==> src/rtl/mvm_mac_ctrl_if.sv <==
// Stream and MAC-side signal bundle for the matrix-vector MAC sequencer.
// master = controller side, slave = data source/sink and MAC side.
interface mvm_mac_ctrl_if #(
    parameter int W     = 10,
    parameter int ACC_W = 20
);
    logic                    s_valid;
    logic                    s_ready;
    logic signed [W-1:0]     s_data;
    logic                    m_valid;
    logic                    m_ready;
    logic signed [ACC_W-1:0] m_data;
    logic                    mac_clr;
    logic                    mac_valid;
    logic signed [W-1:0]     mac_a;
    logic signed [W-1:0]     mac_b;
    logic signed [ACC_W-1:0] mac_f;
    logic                    mac_valid_out;
    logic                    busy;

    modport master (
        input  s_valid, s_data, m_ready, mac_f, mac_valid_out,
        output s_ready, m_valid, m_data,
        output mac_clr, mac_valid, mac_a, mac_b, busy
    );

    modport slave (
        output s_valid, s_data, m_ready, mac_f, mac_valid_out,
        input  s_ready, m_valid, m_data,
        input  mac_clr, mac_valid, mac_a, mac_b, busy
    );
endinterface

==> src/rtl/mvm_mac_ctrl.sv <==
// Sequencer driving one external saturating MAC to compute y = M*x.
// Loads M row-major then x, issues N MACs per row, streams y[i] out.
module mvm_mac_ctrl #(
    parameter int N     = 3,
    parameter int W     = 10,
    parameter int ACC_W = 20
) (
    input  logic          clk,
    input  logic          reset,
    mvm_mac_ctrl_if.master bus
);
    localparam logic [2:0] S_LOAD  = 3'd0;
    localparam logic [2:0] S_CLR   = 3'd1;
    localparam logic [2:0] S_ISSUE = 3'd2;
    localparam logic [2:0] S_DRAIN = 3'd3;
    localparam logic [2:0] S_OUT   = 3'd4;

    localparam int LDN = N * N + N;
    localparam int LW  = $clog2(LDN);
    localparam int MW  = $clog2(N * N);
    localparam int CW  = $clog2(N);
    localparam int RW  = $clog2(N + 1);

    localparam logic [LW-1:0] LD_LAST = LW'(LDN - 1);
    localparam logic [LW-1:0] LD_MAT  = LW'(N * N);
    localparam logic [CW-1:0] C_LAST  = CW'(N - 1);
    localparam logic [RW-1:0] R_FULL  = RW'(N);

    logic [2:0]              r_state;
    logic [LW-1:0]           r_ld_cnt;
    logic [CW-1:0]           r_row;
    logic [CW-1:0]           r_col;
    logic [RW-1:0]           r_res_cnt;
    logic signed [W-1:0]     r_mat [N*N];
    logic signed [W-1:0]     r_vec [N];

    logic                    r_s_ready;
    logic                    r_m_valid;
    logic signed [ACC_W-1:0] r_m_data;
    logic                    r_mac_clr;
    logic                    r_mac_valid;
    logic signed [W-1:0]     r_mac_a;
    logic signed [W-1:0]     r_mac_b;
    logic                    r_busy;

    logic                    w_s_fire;
    logic                    w_m_fire;
    logic                    w_cnt_en;
    logic [RW-1:0]           w_res_nxt;
    logic [CW-1:0]           w_col_nxt;
    logic [MW-1:0]           w_mat_idx;
    logic [CW-1:0]           w_vec_idx;

    assign w_s_fire  = (r_state == S_LOAD) && r_s_ready && bus.s_valid;
    assign w_m_fire  = r_m_valid && bus.m_ready;
    assign w_cnt_en  = bus.mac_valid_out &&
                       ((r_state == S_ISSUE) || (r_state == S_DRAIN));
    assign w_res_nxt = r_res_cnt + RW'(w_cnt_en);
    // Column whose operands are presented next cycle.
    assign w_col_nxt = (r_state == S_ISSUE) ? r_col + 1'b1 : '0;
    assign w_mat_idx = MW'(int'(r_row) * N + int'(w_col_nxt));
    assign w_vec_idx = CW'(r_ld_cnt - LD_MAT);

    always_ff @(posedge clk) begin
        if (w_s_fire) begin
            if (r_ld_cnt < LD_MAT)
                r_mat[r_ld_cnt[MW-1:0]] <= bus.s_data;
            else
                r_vec[w_vec_idx] <= bus.s_data;
        end
    end

    always_ff @(posedge clk) begin
        if (!reset) begin
            r_state     <= S_LOAD;
            r_ld_cnt    <= '0;
            r_row       <= '0;
            r_col       <= '0;
            r_res_cnt   <= '0;
            r_s_ready   <= 1'b1;
            r_m_valid   <= 1'b0;
            r_m_data    <= '0;
            r_mac_clr   <= 1'b0;
            r_mac_valid <= 1'b0;
            r_mac_a     <= '0;
            r_mac_b     <= '0;
            r_busy      <= 1'b0;
        end else begin
            r_mac_clr <= 1'b0;
            case (r_state)
                S_LOAD: begin
                    if (w_s_fire) begin
                        if (r_ld_cnt == LD_LAST) begin
                            r_ld_cnt  <= '0;
                            r_row     <= '0;
                            r_s_ready <= 1'b0;
                            r_busy    <= 1'b1;
                            r_mac_clr <= 1'b1;
                            r_state   <= S_CLR;
                        end else begin
                            r_ld_cnt <= r_ld_cnt + 1'b1;
                        end
                    end
                end
                S_CLR: begin
                    r_col       <= '0;
                    r_res_cnt   <= '0;
                    r_mac_valid <= 1'b1;
                    r_mac_a     <= r_mat[w_mat_idx];
                    r_mac_b     <= r_vec[w_col_nxt];
                    r_state     <= S_ISSUE;
                end
                S_ISSUE: begin
                    r_res_cnt <= w_res_nxt;
                    if (r_col == C_LAST) begin
                        r_mac_valid <= 1'b0;
                        r_state     <= S_DRAIN;
                    end else begin
                        r_col   <= w_col_nxt;
                        r_mac_a <= r_mat[w_mat_idx];
                        r_mac_b <= r_vec[w_col_nxt];
                    end
                end
                S_DRAIN: begin
                    r_res_cnt <= w_res_nxt;
                    if (w_res_nxt == R_FULL) begin
                        r_m_data  <= bus.mac_f;
                        r_m_valid <= 1'b1;
                        r_state   <= S_OUT;
                    end
                end
                S_OUT: begin
                    if (w_m_fire) begin
                        r_m_valid <= 1'b0;
                        if (r_row == C_LAST) begin
                            r_row     <= '0;
                            r_col     <= '0;
                            r_res_cnt <= '0;
                            r_s_ready <= 1'b1;
                            r_busy    <= 1'b0;
                            r_state   <= S_LOAD;
                        end else begin
                            r_row     <= r_row + 1'b1;
                            r_mac_clr <= 1'b1;
                            r_state   <= S_CLR;
                        end
                    end
                end
                default: r_state <= S_LOAD;
            endcase
        end
    end

    assign bus.s_ready   = r_s_ready;
    assign bus.m_valid   = r_m_valid;
    assign bus.m_data    = r_m_data;
    assign bus.mac_clr   = r_mac_clr;
    assign bus.mac_valid = r_mac_valid;
    assign bus.mac_a     = r_mac_a;
    assign bus.mac_b     = r_mac_b;
    assign bus.busy      = r_busy;
endmodule

==> src/flat_wrapper.sv <==
// flat-port wrapper written by rule: the top's interface ports become plain ports
module mvm_mac_ctrl_flat 
#(
    parameter int N     = 3,
    parameter int W     = 10,
    parameter int ACC_W = 20
)
  (clk, reset, bus_s_valid, bus_s_data, bus_m_ready, bus_mac_f, bus_mac_valid_out, bus_s_ready, bus_m_valid, bus_m_data, bus_mac_clr, bus_mac_valid, bus_mac_a, bus_mac_b, bus_busy);
  mvm_mac_ctrl_if #(.W(W), .ACC_W(ACC_W)) bus_i ();
  input  logic clk;
  input  logic reset;
  input wire logic [$bits(bus_i.s_valid)-1:0] bus_s_valid;
  input wire logic [$bits(bus_i.s_data)-1:0] bus_s_data;
  input wire logic [$bits(bus_i.m_ready)-1:0] bus_m_ready;
  input wire logic [$bits(bus_i.mac_f)-1:0] bus_mac_f;
  input wire logic [$bits(bus_i.mac_valid_out)-1:0] bus_mac_valid_out;
  output wire logic [$bits(bus_i.s_ready)-1:0] bus_s_ready;
  output wire logic [$bits(bus_i.m_valid)-1:0] bus_m_valid;
  output wire logic [$bits(bus_i.m_data)-1:0] bus_m_data;
  output wire logic [$bits(bus_i.mac_clr)-1:0] bus_mac_clr;
  output wire logic [$bits(bus_i.mac_valid)-1:0] bus_mac_valid;
  output wire logic [$bits(bus_i.mac_a)-1:0] bus_mac_a;
  output wire logic [$bits(bus_i.mac_b)-1:0] bus_mac_b;
  output wire logic [$bits(bus_i.busy)-1:0] bus_busy;
  assign bus_i.s_valid = bus_s_valid;
  assign bus_i.s_data = bus_s_data;
  assign bus_i.m_ready = bus_m_ready;
  assign bus_i.mac_f = bus_mac_f;
  assign bus_i.mac_valid_out = bus_mac_valid_out;
  assign bus_s_ready = bus_i.s_ready;
  assign bus_m_valid = bus_i.m_valid;
  assign bus_m_data = bus_i.m_data;
  assign bus_mac_clr = bus_i.mac_clr;
  assign bus_mac_valid = bus_i.mac_valid;
  assign bus_mac_a = bus_i.mac_a;
  assign bus_mac_b = bus_i.mac_b;
  assign bus_busy = bus_i.busy;
  mvm_mac_ctrl #(.N(N), .W(W), .ACC_W(ACC_W)) u_core (.clk(clk), .reset(reset), .bus(bus_i));
endmodule
==> config.mk <==
export PLATFORM = sky130hd
export DESIGN_NAME = mvm_mac_ctrl_flat
export DESIGN_NICKNAME = d
export VERILOG_FILES = /design/src/rtl/mvm_mac_ctrl_if.sv /design/src/rtl/mvm_mac_ctrl.sv /design/src/flat_wrapper.sv
export SDC_FILE = /design/constraint.sdc
export NUM_CORES = 1
export LEC_CHECK = 0
export CAP_MARGIN = 20
export CELL_PAD_IN_SITES_DETAIL_PLACEMENT = 0
export CELL_PAD_IN_SITES_GLOBAL_PLACEMENT = 1
export CORE_ASPECT_RATIO = 0.7
export CORE_MARGIN = 1.5
export CORE_UTILIZATION = 29
export CTS_BUF_LIST = sky130_fd_sc_hd__clkbuf_4 sky130_fd_sc_hd__clkbuf_8 sky130_fd_sc_hd__clkbuf_16
export CTS_CLUSTER_SIZE = 10
export DETAILED_ROUTE_END_ITERATION = 6
export PLACE_DENSITY_LB_ADDON = 0.08
export SYNTH_ARGS = -nofsm -noshare
export SYNTH_HDL_FRONTEND = slang
export SYNTH_SLANG_ARGS = --single-unit
==> constraint.sdc <==
create_clock -name clk -period 6.5 [get_ports clk]
set_input_delay 0.975 -clock clk [delete_from_list [all_inputs] [get_ports clk]]
set_output_delay 0.975 -clock clk [all_outputs]
set_load 0.005 [all_outputs]
==> results of run 1 <==
worst min-delay path, stage by stage, from the launching register on:
cell and delay, ps:
dfxtp_1 310, nand2_1 50, a21boi_0 70
flip-flops by register name, summed over array words and instances (netlist names), 2 cells and up:
| name | cells |
|---|---|
| u_core.r_ld_cnt | 4 |
| u_core.r_vec | 30 |
| u_core.r_res_cnt | 2 |
| u_core.r_mat | 90 |
| u_core.bus.mac_a | 10 |
| u_core.bus.mac_b | 10 |
| u_core.bus.m_data | 20 |
| u_core.r_state | 3 |
| u_core.r_col | 2 |
| u_core.r_row | 2 |
worst min path at each step:
stage                           to  cells past startpoint                 from  slack (ps)
6_report           u_core.bus.busy                      2      u_core.bus.busy         470
5_1_grt            u_core.bus.busy                      2      u_core.bus.busy         500
2_1_floorplan      u_core.r_col[1]                      2      u_core.r_col[1]         460
4_1_cts            u_core.bus.busy                      2      u_core.bus.busy         480
3_5_place_dp       u_core.bus.busy                      2      u_core.bus.busy         470
3_3_place_gp   u_core.bus.mac_b[4]                      2  u_core.bus.mac_b[4]         460
cell families (layout without fill, tap and decap cells):
kind of cell | Yosys count | after routing
XOR/XNOR | 1 | 1
multiplexers | 50 | 50
AND/OR/NAND/NOR | 132 | 132
flip-flops | 178 | 178
adder cells (fa/ha/maj) | 16 | 16
AO/OA/AOI/OAI | 70 | 70
other | 0 | 1
buffers and inverters | 43 | 129
cell usage after synthesis (all sizes together) (5+ instances only):
library cell / n
a21oi: 6
nor2: 8
inv: 12
nand4b: 10
o221ai: 10
nor2b: 23
nand4: 5
buf: 14
nor3b: 12
dfxtp: 58
clkbuf: 17
and2: 7
a32o: 10
o22ai: 11
mux2i: 30
ha: 14
and3: 9
mux4: 20
nand2: 37
edfxtp: 120
a21boi: 6
nand3: 5
a211oi: 11
placed cells by master (no fill, tap or decap), types with 6 or more instances in the layout:
cell	synthesis	routed
inv_1	12	12
and2_1	7	7
ha_1	14	14
o221ai_1	10	10
a211oi_1	11	11
and3_1	9	9
nor3b_1	12	12
nand2_1	36	36
o22ai_1	11	11
a21boi_0	6	6
dfxtp_1	58	58
nand4b_1	10	10
nor2b_1	23	23
edfxtp_1	120	120
clkdlybuf4s50_1	0	78
a32o_1	10	10
nor2_1	7	7
mux4_2	20	20
clkbuf_16	0	17
mux2i_1	30	30
power breakdown:
part           switching, mW  internal [mW]
clock network          0.449          0.542
registers            0.00382           1.22
logic                 0.0410         0.0311
total                  0.494           1.79
per-layer routing:
metal | track usage | wire length (um) | vias up
met5 | 0 | 0 | -
met4 | 0.0392 | 154 | 0
met3 | 0.0313 | 711 | 11
met2 | 0.219 | 7930 | 74
met1 | 0.212 | 9110 | 2196
li1 | - | - | 2039
per-stage QoR:
stage	util	instance area [sq um]	std cells
after floorplan	-	7250	490
after global placement	0.340	8380	868
after detailed placement	0.340	8380	868
after CTS	0.363	8950	900
after global routing	0.364	8970	901
final	0.365	8980	902
cell type report:
cell class | count | area share
Sequential cell | 178 | 0.531
Inverter | 12 | 0.00502
Multi-Input combinational cell | 269 | 0.261
Clock inverter | 13 | 0.0138
Timing Repair Buffer | 85 | 0.0948
Tap cell | 325 | 0.0453
Clock buffer | 19 | 0.0491
Antenna cell | 1 | 0.000279
==> out/qor.csv, run 1 <==
stage,metric,value,unit
drt,via_count,4320,
setup_path,crit_chain,inv_1 > ha_1 > nand2b_1 > fa_1 > inv_1 > ha_1 > inv_1 > fa_1 > buf_16 > mux4_2 > mux2i_1 > o221ai_1,
clock_network,cts.sinks,178,
sta,slew_viol_final,0,
placement,dp_hpwl,11900,um
clock_network,numCtsBuffers,17,
floorplanning,die_x,192,um
synthesis,synth_area_leaders,"edfxtp_1 50%, dfxtp_1 16%, mux4_2 6.2%, mux2i_1 4.1%, ha_1 2.4%",
setup_path,critPathSlowestCell,fa_1,
setup_path,cp_data_required_time,6780,ps
sta,maxSlewHeadroom,0.311,
clock_network,postCtsSetupBuffers,0,
clock_network,clkTransAtPathRegs,70,ps
status,outcome,"complete, no violations",
synthesis,synth_seq_area_share,0.657,
sta,worst_pin_slew,1030,ps
floorplanning,dieHeight,135,um
clock_network,insertion_delay,430,ps
setup_path,worstSetupStartpoint,u_core.r_col[0],
clock_network,cts_resized,0,
synthesis,avgSynthCellArea,14.8,sq um
sta,timing.final.ws_setup,2850,ps
grt,grt_pass1_vias,4349,
synthesis,syn_inst,490,
synthesis,synth_warnings,0,
sta,finalHoldViolCount,0,
sta,post-route-period-util,0.562,
setup_path,worst-r2r-setup-slack,2850,ps
clock_network,ctsHtreeMaxLevel,4,
synthesis,synth_edf_count,120,
grt,grt_overflow,0,
sta,rsz0062_at_grt,false,
drt,route.detailed.drc,0,
power_and_ir_drop,p_leak,2.83,nW
final_layout,nets,614,
setup_path,r2r_start,u_core.r_col[0],
power_and_ir_drop,ir_drop,0.167,mV
synthesis,ys_ff_latch,178,
synthesis,syn_nets,541,
synthesis,synth_top_family_by_area,simple AND/OR/NAND/NOR gates,
grt,grt_usage,0.146,
sta,setup_tns,0,ps
power_and_ir_drop,p_total,2.29,mW
power_and_ir_drop,powerDensity,255,mW/mm^2
drt,drt_iter0_drc,304,
min_path,hold_path.class,register to register,
setup_path,cp.buffers_inverters,4,
synthesis,synth_area,0.00725,sq mm
final_layout,multiInputGateArea,0.00234,sq mm
sta,worst_clock_skew,15.5,ps
grt,grt_max_degree,66,
synthesis,synth-compound-area-share,0.0738,
floorplanning,num_rows,48,
setup_path,cp_num_cells,12,
synthesis,synth_adder_area_share,0.0297,
grt,grt_pass1_wl,27100,um
synthesis,synthMuxAreaShare,0.104,
final_layout,seq_area,0.00476,sq mm
floorplanning,pin_count,80,
setup_path,reg2reg_depth,12,
floorplanning,start_util,0.295,
drt,drt_pass1_iterations,6,
setup_path,rr_endpoint,u_core.bus.mac_a[6],
synthesis,yosysTopAreaCellShare,0.497,
placement,io_buffers,79,
placement,pre_cts_slack,2450,ps
final_layout,nFillCells,2365,
setup_path,worst-path-max-fanout,14,
setup_path,worstSetupEndpoint,u_core.bus.mac_a[6],
clock_network,clk_path_buf_depth,2,
synthesis,synth_cell_types,49,
synthesis,synth_simple_gate_area_frac,0.109,
floorplanning,core_area,0.0246,sq mm
setup_path,crit_top_cell,inv_1,
sta,setup_viol,0,
sta,fmax,0.274,GHz
synthesis,synthArstFlopShare,0,
drt,routed_wl,17900,um
flow_run,drv_cap,0,
synthesis,synth_top_area_cell,edfxtp_1,
synthesis,synth-xor-area-share,0.00121,
setup_path,cp_top_family,adder cells,
setup_path,endpoint_kind,register,
final_layout,drive_gt1_frac,0.118,
clock_network,cts_root_buf,clkbuf_16,
drt,final_antenna_net_count,0,
placement,gp_congestion,0.685,
sta,post-route-min-period,3650,ps
clock_network,cts_hold_buf,0,
floorplanning,die-area,0.0260,sq mm
final_layout,syn_to_final_growth,23.8,%
setup_path,cp_slowest_stage_delay,780,ps
clock_network,cts_tree,built,
setup_path,critPathArrivalTime,3930,ps
drt,wl_per_cell,19.9,um
grt,grt_antenna_before_repair,1,
sta,worst_hold_slack,470,ps
setup_path,start_kind,register,
drt,viasPerCell,4.79,
synthesis,synth_ff_type,edfxtp_1,
setup_path,crit_type,register to register,
(Power assumes the default switching activity.)
==> run 2: changes to the inputs <==
==> constraint.sdc (replaced) <==
create_clock -name clk -period 3.8 [get_ports clk]
set_input_delay 0.57 -clock clk [delete_from_list [all_inputs] [get_ports clk]]
set_output_delay 0.57 -clock clk [all_outputs]
set_load 0.005 [all_outputs]
==> run 2 against run 1 <==
  * Final area rose by 1.0%
  * Core utilization is 0.37 points higher
  * Worst hold slack got worse by 9.7 ps
  * Critical path depth shrank 1
  * Register-to-register slack lost 2300 ps
  * Combinational power rose by 73%
  * Clock skew fell by 5.2 ps
==> out/qor.csv, run 2 (same netlist as run 1, synthesis figures left out) <==
stage,metric,value,unit,change
status,outcome,"complete, no violations",,
sta,post-route-min-period,3250,ps,-401 ps
clock_network,ctsHtreeMaxLevel,4,,unchanged
setup_path,worst-r2r-setup-slack,550,ps,-2300 ps
power_and_ir_drop,powerDensity,449,mW/mm^2,+76%
setup_path,worstSetupStartpoint,u_core.r_state[1],,
setup_path,critPathArrivalTime,3550,ps,-380 ps
sta,rsz0062_at_grt,false,,
final_layout,drive_gt1_frac,0.133,,+0.0153
sta,finalHoldViolCount,0,,unchanged
setup_path,rr_endpoint,u_core.bus.mac_a[6],,
sta,setup_tns,0,ps,unchanged
grt,grt_pass1_wl,27900,um,+2.7%
drt,via_count,4402,,+1.9%
power_and_ir_drop,p_total,4.07,mW,+78%
drt,wl_per_cell,20.5,um,+3.5%
placement,io_buffers,79,,unchanged
final_layout,design_area,0.00907,sq mm,+1.0%
grt,grt_usage,0.151,,+0.00553
clock_network,cts_tree,built,,
placement,post_dp_cell_area,0.00845,sq mm,+0.79%
clock_network,clk_path_buf_depth,2,,unchanged
setup_path,crit_type,register to register,,
min_path,min_from,u_core.bus.busy,,
floorplanning,num_rows,48,,unchanged
clock_network,cts_resized,0,,unchanged
grt,grt_max_degree,29,,-56%
setup_path,endpoint_kind,register,,
clock_network,cts_hold_buf,0,,unchanged
setup_path,crit_chain,nor3b_1 > nand2b_1 > fa_1 > inv_1 > ha_1 > inv_1 > fa_1 > buf_4 > mux4_2 > mux2i_1 > o221ai_1,,
setup_path,worst-path-max-fanout,20,,+6
min_path,hold_path.class,register to register,,
sta,timing.final.ws_setup,547,ps,-2300 ps
floorplanning,dieHeight,135,um,unchanged
power_and_ir_drop,ir_drop,0.311,mV,+87%
floorplanning,die_x,192,um,unchanged
final_layout,fin_cells,910,,+0.89%
placement,gp_congestion,0.722,,+5.3%
drt,drt_iter0_drc,286,,-5.9%
setup_path,cp_slowest_stage_delay,550,ps,-230 ps
grt,grt_pass1_vias,4388,,+0.90%
sta,setup_viol,0,,unchanged
floorplanning,start_util,0.295,,unchanged
setup_path,r2r_start,u_core.r_state[1],,
final_layout,nets,623,,+1.5%
final_layout,syn_to_final_growth,25.0,%,
placement,post-place-cells,878,,+1.2%
sta,worst_pin_slew,1060,ps,+35.5 ps
setup_path,cp.buffers_inverters,3,,-1
grt,grt_antenna_before_repair,2,,+1
floorplanning,pin_count,80,,unchanged
final_layout,nFillCells,2380,,+0.63%
drt,viasPerCell,4.84,,+1.0%
placement,pre_cts_slack,542,ps,-1910 ps
final_layout,n_antenna_cell,0,,-1
floorplanning,die-area,0.0260,sq mm,unchanged
clock_network,numCtsBuffers,17,,unchanged
floorplanning,core_area,0.0246,sq mm,unchanged
flow_run,drv_cap,0,,unchanged
clock_network,postCtsSetupBuffers,0,,unchanged
sta,fmax,0.307,GHz,+12%
grt,grt_overflow,0,,unchanged
min_path,whs_path_depth,2,,unchanged
power_and_ir_drop,p_leak,2.90,nW,+2.4%
clock_network,clkTransAtPathRegs,70,ps,about the same
drt,route.detailed.drc,0,,unchanged
sta,post-route-period-util,0.856,,+0.294
setup_path,reg2reg_depth,11,,-1
setup_path,critPathSlowestCell,dfxtp_1,,
final_layout,largest_reg_flops,90,,unchanged
drt,drt_pass1_iterations,4,,-2
sta,slew_viol_final,0,,unchanged
final_layout,layout_commonest_cell,edfxtp_1,,
setup_path,cp_data_required_time,4090,ps,-2690 ps
sta,worst_clock_skew,10.3,ps,-5.20 ps
final_layout,layout_common_cells,"120 x edfxtp_1, 78 x clkdlybuf4s50_1, 58 x dfxtp_1",,
drt,routed_wl,18700,um,+4.4%
drt,final_antenna_net_count,0,,unchanged
min_path,min_to,u_core.bus.busy,,
setup_path,start_kind,register,,
placement,dp_hpwl,12200,um,+2.4%
clock_network,cts_root_buf,clkbuf_16,,
setup_path,cp_top_family,adder cells,,
clock_network,cts.sinks,178,,unchanged
sta,maxSlewHeadroom,0.287,,-0.0239
clock_network,insertion_delay,430,ps,about the same
run 2: through the flow:
stage / utilization / hold slack, ps
after global routing: 0.368 / 503
after floorplan: - / 456
after CTS: 0.368 / 465
final: 0.368 / 460
after detailed placement: 0.343 / 455
after global placement: 0.343 / 455
run 2: report_power, final:
group / total [mW] / switching, mW / leakage, nW / internal [mW]
Clock: 1.85 / 0.785 / 0.303 / 1.07
Combinational: 0.125 / 0.0708 / 1.04 / 0.0545
Sequential: 2.09 / 0.00696 / 1.55 / 2.08
Total: 4.07 / 0.863 / 2.90 / 3.20
run 2: how the worst max path moves through the flow:
| stage | endpoint | slack, ps | cells after the start |
|---|---|---|---|
| finish | u_core.bus.mac_a[6] | 550 | 11 |
| CTS | u_core.bus.mac_a[6] | 520 | 11 |
| global placement | u_core.bus.mac_a[6] | 620 | 11 |
| floorplan | u_core.bus.mac_a[8] | 730 | 12 |
| global route | u_core.bus.mac_a[6] | 320 | 11 |
| detailed placement | u_core.bus.mac_a[7] | 540 | 11 |
run 2: layout make-up:
cell class	instances	area [sq um]	share of cell area
flip-flops and latches	178	4760	0.525
multi-input cells	269	2330	0.257
repair buffers	94	898	0.0991
clock buffers	19	440	0.0486
well taps	325	407	0.0448
clock inverters	13	178	0.0196
inverters	12	45.0	0.00497
run 2: tightest hold or removal path, delay by kind of cell (launching register included):
kind / cells / cell delay, ps
AO/OA/AOI/OAI: 1 / 60
AND/OR/NAND/NOR: 1 / 40
flip-flops: 1 / 310
run 2: routing by layer:
layer	track usage	share of wire
met1	0.226	0.52
met2	0.218	0.43
met3	0.0352	0.040
met4	0.0413	0.0096
met5	0	0
